==> config.mk <==
export PLATFORM = sky130hd
export DESIGN_NAME = cve2_dummy_insert_stage
export DESIGN_NICKNAME = d
export VERILOG_FILES = /design/src/rtl/cve2_dummy_insert_stage.sv
export SDC_FILE = /design/constraint.sdc
export NUM_CORES = 1
export LEC_CHECK = 0
export ABC_AREA = 1
export CORE_MARGIN = 10
export CORE_UTILIZATION = 40
export DETAILED_ROUTE_END_ITERATION = 7
export PLACE_DENSITY = 0.81
export SLEW_MARGIN = 5
export SYNTH_ARGS = -nofsm -noshare
export SYNTH_HDL_FRONTEND = slang
export SYNTH_SLANG_ARGS = --single-unit
==> constraint.sdc <==
create_clock -name clk_i -period 2.3 [get_ports clk_i]
set_clock_uncertainty 0.15 [all_clocks]
set_input_delay 0.46 -clock clk_i [delete_from_list [all_inputs] [get_ports clk_i]]
set_output_delay 0.46 -clock clk_i [all_outputs]
set_load 0.01 [all_outputs]
==> src/rtl/cve2_dummy_insert_stage.sv <==
// IF->ID insertion register: loads a real fetch or a generator dummy, tags dummies,
// caps back-to-back dummies so real fetches are never starved, and counts inserted dummies.
module cve2_dummy_insert_stage #(
  parameter int unsigned MaxConsecDummy = 3,
  parameter int unsigned CntW           = 16
) (
  input  logic            clk_i,
  input  logic            rst_i,
  input  logic            flush_i,
  input  logic            fetch_valid_i,
  input  logic [31:0]     fetch_rdata_i,
  input  logic [31:0]     fetch_addr_i,
  input  logic            fetch_err_i,
  output logic            fetch_ready_o,
  input  logic            insert_dummy_instr_i,
  input  logic [31:0]     dummy_instr_data_i,
  output logic            dummy_ack_o,
  input  logic            id_in_ready_i,
  output logic            instr_valid_id_o,
  output logic [31:0]     instr_rdata_id_o,
  output logic [31:0]     instr_addr_id_o,
  output logic            instr_fetch_err_o,
  output logic            instr_is_dummy_o,
  output logic [CntW-1:0] dummy_cnt_o
);

  localparam int unsigned ConsecW = $clog2(MaxConsecDummy + 1);
  localparam logic [ConsecW-1:0] ConsecMax = ConsecW'(MaxConsecDummy);

  // state encoding is {valid, is_dummy}
  localparam logic [1:0] StEmpty = 2'b00;
  localparam logic [1:0] StReal  = 2'b10;
  localparam logic [1:0] StDummy = 2'b11;

  logic [1:0]         state_q, state_d;
  logic [31:0]        rdata_q, rdata_d;
  logic [31:0]        addr_q, addr_d;
  logic               err_q, err_d;
  logic [ConsecW-1:0] consec_q, consec_d;
  logic [CntW-1:0]    cnt_q, cnt_d;

  logic load_en;
  logic at_cap;
  logic take_dummy;
  logic drop;
  logic take_real;

  assign load_en    = ~flush_i & (~state_q[1] | id_in_ready_i);
  assign at_cap     = (consec_q == ConsecMax);
  assign take_dummy = load_en & insert_dummy_instr_i & ~at_cap;
  assign drop       = load_en & insert_dummy_instr_i & at_cap;
  assign take_real  = load_en & fetch_valid_i & ~take_dummy;

  // A dropped dummy is still acknowledged so the generator moves on.
  assign dummy_ack_o   = ~rst_i & load_en & insert_dummy_instr_i;
  assign fetch_ready_o = ~rst_i & take_real;

  always_comb begin
    state_d  = state_q;
    rdata_d  = rdata_q;
    addr_d   = addr_q;
    err_d    = err_q;
    consec_d = consec_q;
    cnt_d    = cnt_q;
    if (flush_i) begin
      state_d  = StEmpty;
      consec_d = '0;
    end else if (load_en) begin
      if (take_dummy) begin
        state_d  = StDummy;
        rdata_d  = dummy_instr_data_i;
        addr_d   = fetch_addr_i;
        err_d    = 1'b0;
        consec_d = consec_q + 1'b1;
        if (cnt_q != {CntW{1'b1}}) begin
          cnt_d = cnt_q + 1'b1;
        end
      end else if (take_real) begin
        state_d  = StReal;
        rdata_d  = fetch_rdata_i;
        addr_d   = fetch_addr_i;
        err_d    = fetch_err_i;
        consec_d = '0;
      end else begin
        state_d = StEmpty;
        // bubbles keep the run length; only a drop restarts it here
        if (drop) begin
          consec_d = '0;
        end
      end
    end
  end

  always_ff @(posedge clk_i) begin
    if (rst_i) begin
      state_q  <= StEmpty;
      rdata_q  <= '0;
      addr_q   <= '0;
      err_q    <= 1'b0;
      consec_q <= '0;
      cnt_q    <= '0;
    end else begin
      state_q  <= state_d;
      rdata_q  <= rdata_d;
      addr_q   <= addr_d;
      err_q    <= err_d;
      consec_q <= consec_d;
      cnt_q    <= cnt_d;
    end
  end

  assign instr_valid_id_o  = state_q[1];
  assign instr_is_dummy_o  = state_q[0];
  assign instr_rdata_id_o  = rdata_q;
  assign instr_addr_id_o   = addr_q;
  assign instr_fetch_err_o = err_q;
  assign dummy_cnt_o       = cnt_q;

  ack_pair_only_on_drop: assert property (@(posedge clk_i) disable iff (rst_i)
    (fetch_ready_o && dummy_ack_o) |-> drop);

  unused_state_never_seen: assert property (@(posedge clk_i) disable iff (rst_i)
    (state_q == StEmpty) || (state_q == StReal) || (state_q == StDummy));

endmodule
==> qor.txt <==
status: complete, no violations
Slew Limit Headroom: 55.09%
Initial DRC Count: 226
Final period util: 97.84%
Met3 Wirelength: 1055 um
metal2 WL: 6625 um
Post-CTS Hold Buffers: 0
Critical Path RT: 1.69 ns
Setup CP Type: in2out
via density per instance: 5.006
dpl cells: 778
CTS clock-pin slew for the worst setup and hold paths: 0.09 ns
Final Slew Violations: 0
RD Place Congestion: 0.8061
DP Worst Slack: -0.4292 ns
Mapped Cells: 499
Slowest Stage Delay on Critical Path: 0.45 ns
H-tree Lvls: 3
die boundary width: 114.8 um
switching fraction of total power: 26.22%
slack of the critical path: 0.04967 ns
hold depth: 2
Finished Layout Cells: 794
R2R depth: 10
RSZ-0062 raised after global routing: true
Flop pwr share: 45.9%
max layer used: met4
maxcap violations: 0
die height: 114.8 um
CTS Sinks: 85
Fin. Hold Viols: 0
Yosys reg bits: 85
Worst Path Arrival: 1.64 ns
Min-Delay Startpoint: state_q[0]
CTS tree: built
leakage power: 2.311 nW
Syn-to-layout area delta: 61.89%
average size of a mapped cell: 7.211 um^2
first-pass GRT wire length: 19,530 um
num ports: 188
largest net degree at the start of global routing: 76
synthesized area: 3598 um^2
clock share of power: 32.6%
commonest non-fill, non-tap cell in the layout: clkdlybuf4s50_1
Pre-Repair DR Iteration Count: 4
wl on met1: 4597 um
initial antenna violation count: 0
worst min path class: reg2reg
port bufs: 187
drt total wl: 12,530 um
Post-Route Utilization: 66.80%
Antenna Cells: 0
Synth cell types: 27
crit-path cells: clkdlybuf4s50_1, inv_1, a21oi_4, and3_4, dlygate4sd2_1
routed vias: 3,975
Worst-Margin Slew: 0.6737 ns
delay-heaviest family, CP: buffers and inverters
most frequent cells in the layout: clkdlybuf4s50_1 (184), nand2_1 (117), nor2_1 (92)
Power, Total: 3.558 mW
Residual DRC: 0
Comb pwr share: 21.5%
hold slack final: 0.3144 ns
reg2reg start: consec_q[0]
clock root cell: clkbuf_8
clk buf depth: 2
core area: 8721 um^2
Psw: 0.9329 mW
Final #Nets: 786
die area: 13,190 um^2
routed len/inst: 15.78 um
Crit Path Max Fanout: 4
final setup vio count: 0
yosys synthesis warning count: 0
Worst path slowest cell: clkdlybuf4s50_1
fmax: 444.4 MHz
gr usage total: 18.08%
syn_nets: 604
fraction of layout cells with a size suffix above 1: 7.289%
total gr overflow: 0
Cell Rows: 34
DP HPWL: 9599 um
Setup crit end kind: primary output
power density over the cells: 610.7 nW/um^2
CP bufs+invs: 3
reg-to-reg endpoint: dummy_cnt_o[15]
CTS Buf Count: 9
Post-DRT Antenna Nets: 0
worst-skew pair later-pin latency: 0.35 ns
Hold Path Sink: state_q[0]
vias in the first global route: 3,936
Reg2Reg Setup Slack: 0.30 ns
Final Critical Period: 2.250 ns
critical path launch point type: primary input
Initial Utilization: 41.26%
Max VDD drop: 0.3406 mV
post-synthesis sequential area ratio: 47.29%
P_int: 2.625 mW
what timing repair did:
item | in CTS | in global routing
resized for setup | 8 | 4
buffers inserted | 0 | 0
pin swaps | 1 | 2
endpoints found under the setup margin | 2 | 23
how the worst max path moves through the flow:
| stage | startpoint | end | cells past startpoint |
|---|---|---|---|
| 4_1_cts | id_in_ready_i | dummy_ack_o | 5 |
| 3_3_place_gp | id_in_ready_i | fetch_ready_o | 6 |
| 2_1_floorplan | id_in_ready_i | fetch_ready_o | 6 |
| 6_report | id_in_ready_i | dummy_ack_o | 5 |
| 5_1_grt | id_in_ready_i | dummy_ack_o | 5 |
| 3_5_place_dp | id_in_ready_i | fetch_ready_o | 6 |
cells in the mapped netlist (all sizes together):
cell type | count | share of area, %
inv | 21 | 2.2
a31oi | 32 | 5.6
xor2 | 1 | 0.24
xnor2 | 1 | 0.24
a21oi | 21 | 3.1
dfxtp | 85 | 47
nor2 | 97 | 10
nand4 | 4 | 1.1
clkbuf | 11 | 1.1
or2 | 1 | 0.17
nand2 | 121 | 13
nand3 | 14 | 2.2
ha | 2 | 0.70
and3 | 1 | 0.17
o21ai | 65 | 9.0
nor3 | 3 | 0.56
buf | 19 | 2.9
worst register-to-register path, stage by stage (launching register included):
cell	delay, ns
dfxtp_1	0.34
ha_1	0.19
inv_1	0.09
nand4_4	0.12
inv_2	0.08
buf_4	0.34
nand2_1	0.21
nor2_1	0.18
nand3_1	0.09
nand2_1	0.07
nor2_1	0.04
sequential cells by signal, summed over array words and instances, names as in the netlist:
signal and flops:
consec_q 2, dummy_cnt_o 16, instr_addr_id_o 32, instr_fetch_err_o 1, instr_rdata_id_o 32, state_q 2
routing by layer:
layer	GRT usage, %	up-vias
met5	0	-
met4	7.261	0
met3	7.187	19
met2	31.42	125
met1	19.13	1827
li1	-	2004
cell families after synthesis:
family | share of synthesized area [%]
adder cells (fa/ha/maj) | 0.6953
AND/OR/NAND/NOR | 27.54
flip-flops | 47.29
buffers and inverters | 6.258
XOR/XNOR | 0.4869
AO/OA/AOI/OAI | 17.73
area by class of cell:
| cell class | count | area [um^2] |
|---|---|---|
| sequential | 85 | 1702 |
| clock buffer | 11 | 131.4 |
| fill | 723 | 2895 |
| timing repair buffer | 201 | 2002 |
| tap | 108 | 135.1 |
| inverter | 21 | 78.83 |
| clock inverter | 5 | 85.08 |
| multi-input combinational | 363 | 1692 |
power by group through the flow:
stage | Sequential [mW] | Clock (mW) | Combinational [mW]
floorplan | 1.71 | 0 | 0.235
global placement | 1.66 | 0 | 0.752
detailed placement | 1.66 | 0 | 0.768
CTS | 1.63 | 1.19 | 0.772
global route | 1.65 | 1.25 | 0.831
finish | 1.63 | 1.16 | 0.765
through the flow:
step | TNS [ns] | instance area (um^2)
3_5_place_dp | -19.74 | 5589
3_3_place_gp | -16.62 | 5589
4_1_cts | 0 | 5809
5_1_grt | 0 | 5826
6_report | 0 | 5826
2_1_floorplan | 0 | 3598
(Power assumes the default switching activity.)
